File: config.mk
export PLATFORM = sky130hd
export DESIGN_NAME = pipe_stage_skid_reg
export DESIGN_NICKNAME = d
export VERILOG_FILES = /design/src/rtl/pipe_pkg.sv /design/src/rtl/pipe_stage_slot.sv /design/src/rtl/pipe_stage_skid_reg.sv
export SDC_FILE = /design/constraint.sdc
export NUM_CORES = 1
export LEC_CHECK = 0
export ABC_CLOCK_PERIOD_IN_PS = 1750
export CORE_MARGIN = 4
export CORE_UTILIZATION = 35
export DETAILED_ROUTE_END_ITERATION = 8
export SYNTH_ARGS = -nofsm -noshare
export SYNTH_HDL_FRONTEND = slang
export SYNTH_HIERARCHICAL = 1
export SYNTH_SLANG_ARGS = --single-unit
File: constraint.sdc
create_clock -name clk -period 1.75 [get_ports clk]
set_input_delay 0.4375 -clock clk [delete_from_list [all_inputs] [get_ports clk]]
set_output_delay 0.4375 -clock clk [all_outputs]
set_load 0.01 [all_outputs]
File: src/rtl/pipe_pkg.sv
// pipe_pkg: shared definitions for the inter-stage pipeline registers.
//   - Field widths of the EXE/MEM bundle (register address, machine word).
//   - EXE/MEM control bit positions (WB_EN, MEM_R_EN, MEM_W_EN).
//   - Stage occupancy state encoding used by pipe_stage_skid_reg.
//   - Saturating increment helper used by the optional stall counter,
//     which is built only when PIPE_STAGE_PERF_CNT_EN is defined.
package pipe_pkg;

   localparam int unsigned REG_ADDR_W     = 4;
   localparam int unsigned WORD_W         = 32;

   localparam int unsigned WB_EN          = 0;
   localparam int unsigned MEM_R_EN       = 1;
   localparam int unsigned MEM_W_EN       = 2;
   localparam int unsigned EXE_MEM_CTRL_W = 3;

   // ALU result + store value + destination register
   localparam int unsigned EXE_MEM_DATA_W = 2 * WORD_W + REG_ADDR_W;

   typedef enum logic [1:0] {
      ST_EMPTY = 2'd0,   // no entry held
      ST_FULL  = 2'd1,   // main slot holds an entry
      ST_SKID  = 2'd2    // main and skid slots both hold entries
   } stage_state_e;

   // Increment that sticks at all-ones instead of wrapping.
   function automatic logic [31:0] sat_inc32(input logic [31:0] value);
      logic [31:0] result;
      if (value == 32'hFFFF_FFFF) begin
         result = value;
      end else begin
         result = value + 32'd1;
      end
      return result;
   endfunction

endpackage

File: src/rtl/pipe_stage_slot.sv
// pipe_stage_slot: one storage entry (control + data bundle).
// Ports:
//   clk        rising-edge clock
//   rst        asynchronous active-low reset, clears ctrl and data
//   load       capture d_ctrl/d_data
//   clear_ctrl force the control bits to zero (wins over load);
//              data is left alone because only control bits have side effects
//   d_ctrl     control bundle to capture
//   d_data     data bundle to capture
//   q_ctrl     held control bundle
//   q_data     held data bundle
module pipe_stage_slot
   import pipe_pkg::*;
#(
   parameter int unsigned CTRL_W = EXE_MEM_CTRL_W,
   parameter int unsigned DATA_W = EXE_MEM_DATA_W
) (
   input  logic              clk,
   input  logic              rst,
   input  logic              load,
   input  logic              clear_ctrl,
   input  logic [CTRL_W-1:0] d_ctrl,
   input  logic [DATA_W-1:0] d_data,
   output logic [CTRL_W-1:0] q_ctrl,
   output logic [DATA_W-1:0] q_data
);

   logic [CTRL_W-1:0] ctrl_r;
   logic [DATA_W-1:0] data_r;

   // Control storage: clear has priority so a killed entry never exposes stale enables.
   always_ff @(posedge clk or negedge rst) begin
      if (!rst) begin
         ctrl_r <= {CTRL_W{1'b0}};
      end else if (clear_ctrl) begin
         ctrl_r <= {CTRL_W{1'b0}};
      end else if (load) begin
         ctrl_r <= d_ctrl;
      end
   end

   // Data storage: only reset or a load changes it.
   always_ff @(posedge clk or negedge rst) begin
      if (!rst) begin
         data_r <= {DATA_W{1'b0}};
      end else if (load) begin
         data_r <= d_data;
      end
   end

   assign q_ctrl = ctrl_r;
   assign q_data = data_r;

endmodule

File: src/rtl/pipe_stage_skid_reg.sv
// pipe_stage_skid_reg: valid/ready pipeline stage register with a 2-entry
// skid buffer. Full throughput with in_ready driven straight from a flop.
// Control bits read as zero whenever the stage holds no entry.
// Ports:
//   clk, rst            rising-edge clock, asynchronous active-low reset
//   flush               synchronous kill of all held entries
//   in_valid/in_ready   upstream handshake (in_ready registered)
//   in_ctrl/in_data     upstream control/data bundles
//   out_valid/out_ready downstream handshake
//   out_ctrl/out_data   main slot contents (ctrl zero when out_valid=0)
//   stall_cnt           saturating count of out_valid & !out_ready cycles,
//                       present only when PIPE_STAGE_PERF_CNT_EN is defined
module pipe_stage_skid_reg
   import pipe_pkg::*;
#(
   parameter int unsigned CTRL_W = EXE_MEM_CTRL_W,
   parameter int unsigned DATA_W = EXE_MEM_DATA_W
) (
   input  logic              clk,
   input  logic              rst,
   input  logic              flush,
   input  logic              in_valid,
   output logic              in_ready,
   input  logic [CTRL_W-1:0] in_ctrl,
   input  logic [DATA_W-1:0] in_data,
   output logic              out_valid,
   input  logic              out_ready,
   output logic [CTRL_W-1:0] out_ctrl,
   output logic [DATA_W-1:0] out_data
`ifdef PIPE_STAGE_PERF_CNT_EN
   ,
   output logic [31:0]       stall_cnt
`endif
);

   stage_state_e      state_r;
   stage_state_e      state_next_s;
   logic              in_ready_r;
   logic              out_valid_r;
   logic              accept_s;
   logic              drain_s;
   logic              main_load_s;
   logic              main_clear_s;
   logic              main_from_skid_s;
   logic              skid_load_s;
   logic              skid_clear_s;
   logic [CTRL_W-1:0] main_d_ctrl_s;
   logic [DATA_W-1:0] main_d_data_s;
   logic [CTRL_W-1:0] skid_ctrl_s;
   logic [DATA_W-1:0] skid_data_s;

   assign accept_s = in_valid & in_ready_r;
   assign drain_s  = out_valid_r & out_ready;

   // Next-state and slot-control decode; flush overrides everything.
   always_comb begin
      state_next_s     = state_r;
      main_load_s      = 1'b0;
      main_clear_s     = 1'b0;
      main_from_skid_s = 1'b0;
      skid_load_s      = 1'b0;
      skid_clear_s     = 1'b0;
      case (state_r)
         ST_EMPTY: begin
            if (accept_s) begin
               main_load_s  = 1'b1;
               state_next_s = ST_FULL;
            end else begin
               state_next_s = ST_EMPTY;
            end
         end
         ST_FULL: begin
            if (accept_s && drain_s) begin
               main_load_s  = 1'b1;
               state_next_s = ST_FULL;
            end else if (accept_s) begin
               skid_load_s  = 1'b1;
               state_next_s = ST_SKID;
            end else if (drain_s) begin
               // Going empty: zero the control bits so out_ctrl reads 0.
               main_clear_s = 1'b1;
               state_next_s = ST_EMPTY;
            end else begin
               state_next_s = ST_FULL;
            end
         end
         ST_SKID: begin
            if (drain_s) begin
               main_load_s      = 1'b1;
               main_from_skid_s = 1'b1;
               skid_clear_s     = 1'b1;
               state_next_s     = ST_FULL;
            end else begin
               state_next_s = ST_SKID;
            end
         end
         default: begin
            main_clear_s = 1'b1;
            skid_clear_s = 1'b1;
            state_next_s = ST_EMPTY;
         end
      endcase
      if (flush) begin
         // Anything accepted this cycle is dropped along with held entries.
         main_load_s  = 1'b0;
         skid_load_s  = 1'b0;
         main_clear_s = 1'b1;
         skid_clear_s = 1'b1;
         state_next_s = ST_EMPTY;
      end else begin
         state_next_s = state_next_s;
      end
   end

   // Occupancy state with handshake outputs registered from the next state.
   always_ff @(posedge clk or negedge rst) begin
      if (!rst) begin
         state_r     <= ST_EMPTY;
         in_ready_r  <= 1'b1;
         out_valid_r <= 1'b0;
      end else begin
         state_r     <= state_next_s;
         in_ready_r  <= (state_next_s != ST_SKID);
         out_valid_r <= (state_next_s != ST_EMPTY);
      end
   end

   assign main_d_ctrl_s = main_from_skid_s ? skid_ctrl_s : in_ctrl;
   assign main_d_data_s = main_from_skid_s ? skid_data_s : in_data;

   pipe_stage_slot #(.CTRL_W(CTRL_W), .DATA_W(DATA_W)) u_main_slot (
      .clk        (clk),
      .rst        (rst),
      .load       (main_load_s),
      .clear_ctrl (main_clear_s),
      .d_ctrl     (main_d_ctrl_s),
      .d_data     (main_d_data_s),
      .q_ctrl     (out_ctrl),
      .q_data     (out_data)
   );

   pipe_stage_slot #(.CTRL_W(CTRL_W), .DATA_W(DATA_W)) u_skid_slot (
      .clk        (clk),
      .rst        (rst),
      .load       (skid_load_s),
      .clear_ctrl (skid_clear_s),
      .d_ctrl     (in_ctrl),
      .d_data     (in_data),
      .q_ctrl     (skid_ctrl_s),
      .q_data     (skid_data_s)
   );

   assign in_ready  = in_ready_r;
   assign out_valid = out_valid_r;

`ifdef PIPE_STAGE_PERF_CNT_EN
   logic [31:0] stall_cnt_r;

   // Stall counter: reset-only clear, deliberately untouched by flush.
   always_ff @(posedge clk or negedge rst) begin
      if (!rst) begin
         stall_cnt_r <= 32'd0;
      end else if (out_valid_r && !out_ready) begin
         stall_cnt_r <= sat_inc32(stall_cnt_r);
      end
   end

   assign stall_cnt = stall_cnt_r;
`endif

endmodule
After elaboration in Yosys (flattened, before gate mapping):

Cells that the tools add are included.

* output and inout port bits: 73
* bits in writable memories: 0
* latch bits: 0
* memory bits (read-only): 0
* memories: 0
* bits in registers: 146

* multiplexer cells: 28
* equal/unequal tests: 3
* $lt $le $gt $ge: 0
* add/sub/neg operators: 0
* multiply operators: 0
* reduce and logical (&&, ||, !) cells: 7
* divide/modulo/power cells: 0
* bitwise gates (word level): 2
* shift operators: 0

Operators with widths (number)
* $mux 68: 1
* $mux 3: 5
* $mux 1: 14
* $mux 2: 4
* $pmux 2 s3: 1
* $reduce_bool 2->1: 3
* $pmux 1 s2: 2
* $reduce_or 2->1: 2
* $pmux 1 s3: 1
* $and 1x1->1: 2
* $eq 2x1->1 const B: 1
* $eq 2x2->1 const B: 1
* $logic_not 2->1: 1
* $ne 2x2->1 const B: 1
* $logic_and 1x1->1: 1

Longest topological paths before layout:

* depth after elaboration: 7
* mapped depth: 8
* depth with buffers taken out: 5

By module:

Netlist, hierarchy kept.

By module, submodules not included
* pipe_stage_slot: cells an instance 153, seq. area each 1776.7 um^2, area each 2986.6 um^2, times used 2
* pipe_stage_skid_reg: cells an instance 108, seq. area each 101.3 um^2, area each 1461.4 um^2, times used 1

Worst setup path before layout:

OpenSTA, ideal clock, no wires.

* kind: register to register
* start: register in_ready_r, in the netlist in_ready
* end: register u_main_slot.data_r[0], in the netlist u_main_slot/q_data[0]
* stages on the path, launching flop included: 7
* slack: -0.189 ns
* data required time: 1.625 ns
* period minus slack after synthesis: 1.939 ns
* setup time: 0.125 ns
* buffers on the path: 2
* arrival time: 1.813 ns
* path through: dfstp_2 > nand2_1 > or3_1 > a21oi_1 > buf_6 > buf_12 > mux2_4

* word-level cells in the longest chain between the ends: 5
* elaborated cells between the ends (all ways): 6

Ends and longest elaborated chain
* start, declared: RTL line pipe_stage_skid_reg.sv:38 `logic in_ready_r;`
* start signal, assigned: RTL line pipe_stage_skid_reg.sv:123 `in_ready_r <= (state_next_s != ST_SKID);`
* $and 1x1->1 (*): RTL line pipe_stage_skid_reg.sv:52 `assign accept_s = in_valid & in_ready_r;`
* $logic_and 1x1->1: RTL line pipe_stage_skid_reg.sv:73 `if (accept_s && drain_s) begin`
* $mux 1: RTL line pipe_stage_skid_reg.sv:73
* $pmux 1 s3 (*): RTL line pipe_stage_skid_reg.sv:63 `case (state_r)`
* $mux 1 (*): RTL line pipe_stage_skid_reg.sv:103 `if (flush) begin`
* net main_load_s: RTL line pipe_stage_skid_reg.sv:42 `logic main_load_s;`
* end signal, assigned: RTL line pipe_stage_slot.sv:45 `data_r <= {DATA_W{1'b0}};`
* end signal, assigned: RTL line pipe_stage_slot.sv:47 `data_r <= d_data;`
* end, declared: RTL line pipe_stage_slot.sv:29 `logic [DATA_W-1:0] data_r;`

Mark *: on every way through the listed nets, which the timed path passes. The rest lies on a longest branch.
A chain may end at the register's enable or synchronous reset.

Worst setup path after layout:

* start: input port in_valid
* end: register u_main_slot.data_r[50], in the netlist u_main_slot/q_data[50]

* word-level cells in the longest chain between the ends: 5
* elaborated cells between the ends (all ways): 6

Ends and longest elaborated chain
* start, declared: RTL line pipe_stage_skid_reg.sv:22 `input logic in_valid,`
* $and 1x1->1 (*): RTL line pipe_stage_skid_reg.sv:52
* $logic_and 1x1->1: RTL line pipe_stage_skid_reg.sv:73
* $mux 1: RTL line pipe_stage_skid_reg.sv:73
* $pmux 1 s3 (*): RTL line pipe_stage_skid_reg.sv:63
* $mux 1 (*): RTL line pipe_stage_skid_reg.sv:103
* net main_load_s: RTL line pipe_stage_skid_reg.sv:42

Marked as above.

==> impl_metrics.csv <==
group,metric,value,unit
clocking,clockRootBuffer,"clkbuf_16",
synthesis,synth_area_leaders,"dfrtp_1, mux2_4, buf_12, mux2i_1, mux2_2",
synthesis,synth_fp_nets,490,
synthesis,synth.most_common_cell,"mux2_4",
pwr,power.density,1307,nW/um2
pwr,ir_drop,0.0005992,V
timing,post-route-period-util,1.143,
synthesis,synth_area,7435,um2
clocking,path_clk_slew,0.06,ns
floorplanning,die_y,153.7,um
critical_path,path_class,"in -> reg",
timing,finClkSkew,0.009477,ns
timing,rsz0062_at_grt,"yes",
place,post-place-cells,860,
drt,wl_met3,617,um
clocking,cts_sinks,146,
synthesis,yosys.area.top_type,"dfrtp_1",
drt,wl_met2,8.044,mm
drt,wl_met1,7.196,mm
drt,routed.top_layer,"met4",
synthesis,synth_common_cells,"mux2_4, dfrtp_1, buf_12",
drt,drt_iter0_drc,91,
critical_path,end_kind,"register",
place,portBuffers,148,
drt,routed_wl,15.97,mm
pwr,power.total,13.20,mW
synthesis,synth_cell_type_count,29,
finish,final_area,10100,um2
synthesis,ys.flop_type,"dfrtp_1",
synthesis,synthArstFlopShare,1.000,
floorplanning,die_area,23640,um2
finish,n_antenna_cell,0,
floorplanning,ios,149,
floorplanning,core-area,20960,um2
min_path,min_path_type,"in -> async",
synthesis,yosys_register_bits,146,
outcome,outcome,"finished, violations left",
global_route,global_route.usage.total,0.1382,
synthesis,yosysSeqAreaShare,0.4916,
global_route,grt_pass1_vias,4726,
critical_path,required,2.04,ns
timing,finalMaxSlewViolations,0,
global_route,grt_max_degree,40,
global_route,antenna_found_initial,0,
drt,ant_nets,0,
synthesis,yosysTopAreaCellShare,0.4881,
finish,fillers,1855,
timing,setup_viol_count_final,141,
finish,syn2layout_area_growth,35.83,%
synthesis,avgSynthCellArea,17.96,um2
timing,worst_slack,-0.2501,ns
place,hpwl,11.02,mm
synthesis,netlist_instances,414,
global_route,grt_pass1_wl,25.99,mm
timing,relSlewSlack,0.7208,
clocking,clock_latency,0.41,ns
timing,worst_pin_slew,0.4188,ns
pwr,p_leak,4.832,nW
timing,hold_slack,0.5067,ns
timing,hold_violations,0,
drt,vias,4055,
drt,wl_per_cell,17.69,um
clocking,cts_tree,"done",
synthesis,yosys_warnings,6,
critical_path,startpoint,"in_valid",
place,gp_congestion,0.8134,
finish,drive_gt1_frac,0.4841,
timing,min_period,2.000,ns
synthesis,synth_edf_count,0,
flow_run,cap_viol_max_count,0,
critical_path,rr_startpoint,"in_ready",
timing,fmax,0.5000,GHz
finish,fin_nets,691,
critical_path,crit_fanout,6,
floorplanning,die_x,153.7,um
finish,fin_cells,903,
clocking,cts_max_path_buffers,2,
outcome,violations,"setup timing",
floorplanning,row_count,53,
critical_path,start_kind,"input pin",
finish,utilization,0.4819,
drt,drc_errors,0,
floorplanning,initial_core_util,0.3548,
critical_path,critPathArrivalTime,2.29,ns
drt,routed_via_density,4.491,
place,placed_cell_area,9339,um2
clocking,cts_buffers,17,
clocking,cts_htree_levels,4,
global_route,grt_overflow,0,
drt,drt_pass1_iterations,4,
report_power, final:
group | total (mW) | internal [mW] | switching (mW) | leakage, nW
clock | 3.80 | 2.37 | 1.43 | 0.294
sequential | 5.45 | 4.69 | 0.758 | 1.75
combinational | 3.95 | 2.73 | 1.22 | 2.79
timing repair:
| action | 4_1_cts | 5_1_grt |
|---|---|---|
| hold buffers | 1 | 0 |
| gates resized for setup | 85 | 7 |
| cloned | 3 | 1 |
| hold endpoints to repair | 33 | 0 |
| buffers inserted | 6 | 0 |
| setup endpoints to repair | 213 | 145 |
| pin swaps | 3 | 1 |
stage by stage:
| step | worst slack, ns | TNS (ns) |
|---|---|---|
| detailed placement | -0.7253 | -88.01 |
| floorplan | -0.09604 | -11.00 |
| CTS | -0.2580 | -24.13 |
| finish | -0.2501 | -22.96 |
| global placement | -0.6947 | -83.61 |
| global route | -0.2853 | -30.23 |
critical path, cell delays in order:
cell and delay (ns):
clkdlybuf4s50_1 0.51, nand2_2 0.09, or3_4 0.39, a21oi_4 0.18, buf_6 0.14, buf_16 0.13
buf_8 0.11, mux2_4 0.29
kinds of logic (layout without fill, tap and decap cells):
group | after synthesis | in the layout | share of synthesized area
AOI/OAI and AO/OA | 12 | 12 | 0.01144
buffers and inverters | 26 | 240 | 0.06142
DFF | 146 | 146 | 0.4916
muxes | 213 | 213 | 0.4236
and+or+nand+nor | 17 | 17 | 0.01195
flip-flops by register name (all words and copies together) (netlist names):
| signal | cells |
|---|---|
| in_ready | 1 |
| out_valid | 1 |
| state_r | 2 |
| u_main_slot/q_ctrl | 3 |
| u_main_slot/q_data | 68 |
| u_skid_slot/q_ctrl | 3 |
| u_skid_slot/q_data | 68 |
routing by layer:
layer,vias to the layer above,GRT usage
met4,0,0.03154
li1,1897,-
met1,2070,0.1763
met5,-,0
met2,82,0.2354
met3,6,0.03771
area by class of cell:
class	count	area, um2	share of cell area
timing repair buffer	208	2133	0.2113
clock buffer	22	474.2	0.04696
tap	275	344.1	0.03407
clock inverter	10	147.6	0.01462
sequential	146	3655	0.3619
multi-input combinational	242	3344	0.3312
cell usage in the layout (no fill, tap or decap), drive strengths merged, types with 2 or more instances in the layout:
master         count
mux2             207
dfrtp            145
clkdlybuf4s50     75
dlygate4sd2       70
buf               59
clkbuf            23
nor2               7
mux2i              6
clkinvlp           3
bufinv             3
a211oi             2
a21o               2
inv                2
clkinv             2
nand2              2
a21oi              2
final timing paths:
| path | cells after the start | end | slack (ns) |
|---|---|---|---|
| max | 8 | u_main_slot/q_data[50] | -0.25 |
| min | 2 | u_skid_slot/q_data[22] | 0.51 |
| max reg2reg | 7 | u_main_slot/q_data[50] | -0.24 |
| min reg2reg | 1 | u_main_slot/q_data[20] | 0.51 |
| max in group asynchronous | 3 | in_ready | 0.64 |
| min in group clk | 1 | u_main_slot/q_data[20] | 0.51 |
(Power assumes the default switching activity.)
==> RTL edit (config.mk and constraints unchanged) <==
The package constant `WORD_W` goes from 32 to 64.
--- a/src/rtl/pipe_pkg.sv
+++ b/src/rtl/pipe_pkg.sv
@@ -7,7 +7,7 @@
 package pipe_pkg;
 
    localparam int unsigned REG_ADDR_W     = 4;
-   localparam int unsigned WORD_W         = 32;
+   localparam int unsigned WORD_W         = 64;
 
    localparam int unsigned WB_EN          = 0;
    localparam int unsigned MEM_R_EN       = 1;
Ports: changed (resized in_data and out_data); port bits go from 149 to 277. No check against the original RTL was run, so the function may have changed too.
==> RTL edit against the unedited design <==
The flow still finishes with violations (negative setup slack). Clock skew rose by 5.1 ps. Sequential cell count increased by 128. Routed wire length is 100% higher. Power increased by 85%. Sequential share of layout area is 0.13 points higher. Area after synthesis up 74%. Worst hold slack got worse by 120 ps. Core utilization is 3.5 points higher. Synthesized cell count is 82% higher. Combinational power increased by 94%. Die area grew 70%. Final area is 87% higher. First-iteration DRC count rose to 2.8 times the old value. Worst setup slack got worse by 13 ps. Critical endpoint is now u_main_slot/q_data[12].
==> RTL edit: results (changes against the unedited design) <==
power:
  pg_clk_mw: 6.39  # +68%
  p_comb_share_pct: 31.4  # +1.5 points
  p_int_mw: 18.0  # +84%
  pwr-share-clk_pct: 26.2  # -2.6 points
  p_leak_nw: 9.53  # +97%
  vdd.ir_drop.worst_uv: 737  # +23%
placement:
  pre_cts_slack_ps: -809  # -83.2 ps
  dp_cells: 1538  # +79%
  gp_congestion: 0.739  # -9.1%
  hpwl_um: 21400  # +95%
  io_buffer_count: 276  # +86%
  post_dp_cell_area_um2: 16800  # +80%
layout:
  drive_above_1_share_pct: 49.5  # +1.1 points
  multi_input_area_um2: 6070  # +81%
  seq_cells: 274  # +88%
  final_net_count: 1259  # +82%
  clockBufferCount: 46  # +110%
  signal_buffers: 378  # +82%
  post-route-util_pct: 51.7  # +3.5 points
  sh_seq_area_pct: 36.3  # +0.13 points
  num-fill-cells: 3018  # +63%
  clk_share_pct: 5.43  # -0.73 points
routing:
  wl_per_cell_um: 19.9  # +13%
  drc: 0  # unchanged
  vias_per_cell: 4.69  # +4.4%
logic_synthesis:
  synth.yosys.seq_area_share_pct: 53.0  # +3.8 points
  synth_compound_area_share_pct: 0.657  # -0.49 points
  syn-num-nets: 895  # +83%
  ys_top_cells_by_area: "dfrtp_1, mux2_4, mux2_2"
  yosys-top-cells-count: "dfrtp_1, mux2_4, mux2_2"
  synthMuxAreaShare_pct: 41.6  # -0.77 points
  synth_cells: 755  # +82%
clock_network:
  cts-htree-levels: 1  # -3
  post_cts_buffers: 1  # -5
  clkTransAtPathRegs_ps: 60  # about the same
  post_cts_resized: 98  # +15%
  cts_made_buffers: 31  # +14
  cts_buffer_depth: 3  # +1
worst_setup_path:
  critical-path-top-delay-family: "flip-flops"
  rr_worst_depth: 6  # -1
  startpoint: "in_ready"
  critPathCapture: "u_main_slot/q_data[12]"
  cp_slowest_cell: "dfstp_2"
  critPathArrivalTime_ps: 2440  # +150 ps
  critPathMaxStageDelay_ps: 540  # +30 ps
global_routing:
  antenna_found_initial: 4  # +4
  grt_pass1_wl_um: 48400  # +86%
  grt_max_degree: 66  # +65%
  grt_use_total_pct: 14.8  # +0.93 points
  first_global_vias: 8288  # +75%
sta:
  layout_setup_ws_ps: -263  # -12.6 ps
  setup_violations: 269  # +91%
  tns_ps: -43840  # -20880 ps
  fin_skew_ps: 14.6  # +5.13 ps
  tightest_slew_ps: 393  # -25.8 ps
run_status:
  status: "finished, violations left"
  violations: "negative setup slack"
-- RTL edit: cell types whose count changed in the layout (fill, tap and decap cells not counted), moves of 9 or more --
cell             unedited run  this run
buf_12                     13        29
buf_4                      33        43
buf_8                       3        16
clkbuf_16                  18        39
clkdlybuf4s50_1            75       138
clkinv_2                    0         9
dfrtp_1                   145       272
dlygate4sd2_1              70        45
dlymetal6s2s_1              0        83
mux2_2                      5        53
mux2_4                    202       346
-- RTL edit: worst min path at each step --
stage / from / end / slack, ps / depth (start not counted)
5_1_grt: rst / u_main_slot/q_data[99] / 390 / 2
4_1_cts: rst / u_main_slot/q_data[99] / 370 / 2
3_5_place_dp: rst / u_main_slot/q_data[99] / 370 / 1
2_1_floorplan: rst / out_valid / 140 / 0
3_3_place_gp: rst / u_main_slot/q_data[99] / 370 / 1
6_report: rst / u_main_slot/q_data[99] / 390 / 2
-- RTL edit: routing by layer --
layer	GRT usage [%]	routed length, µm
met1	20.6	14900
met2	22.4	14300
met3	4.97	2270
met4	3.49	539
met5	0	35
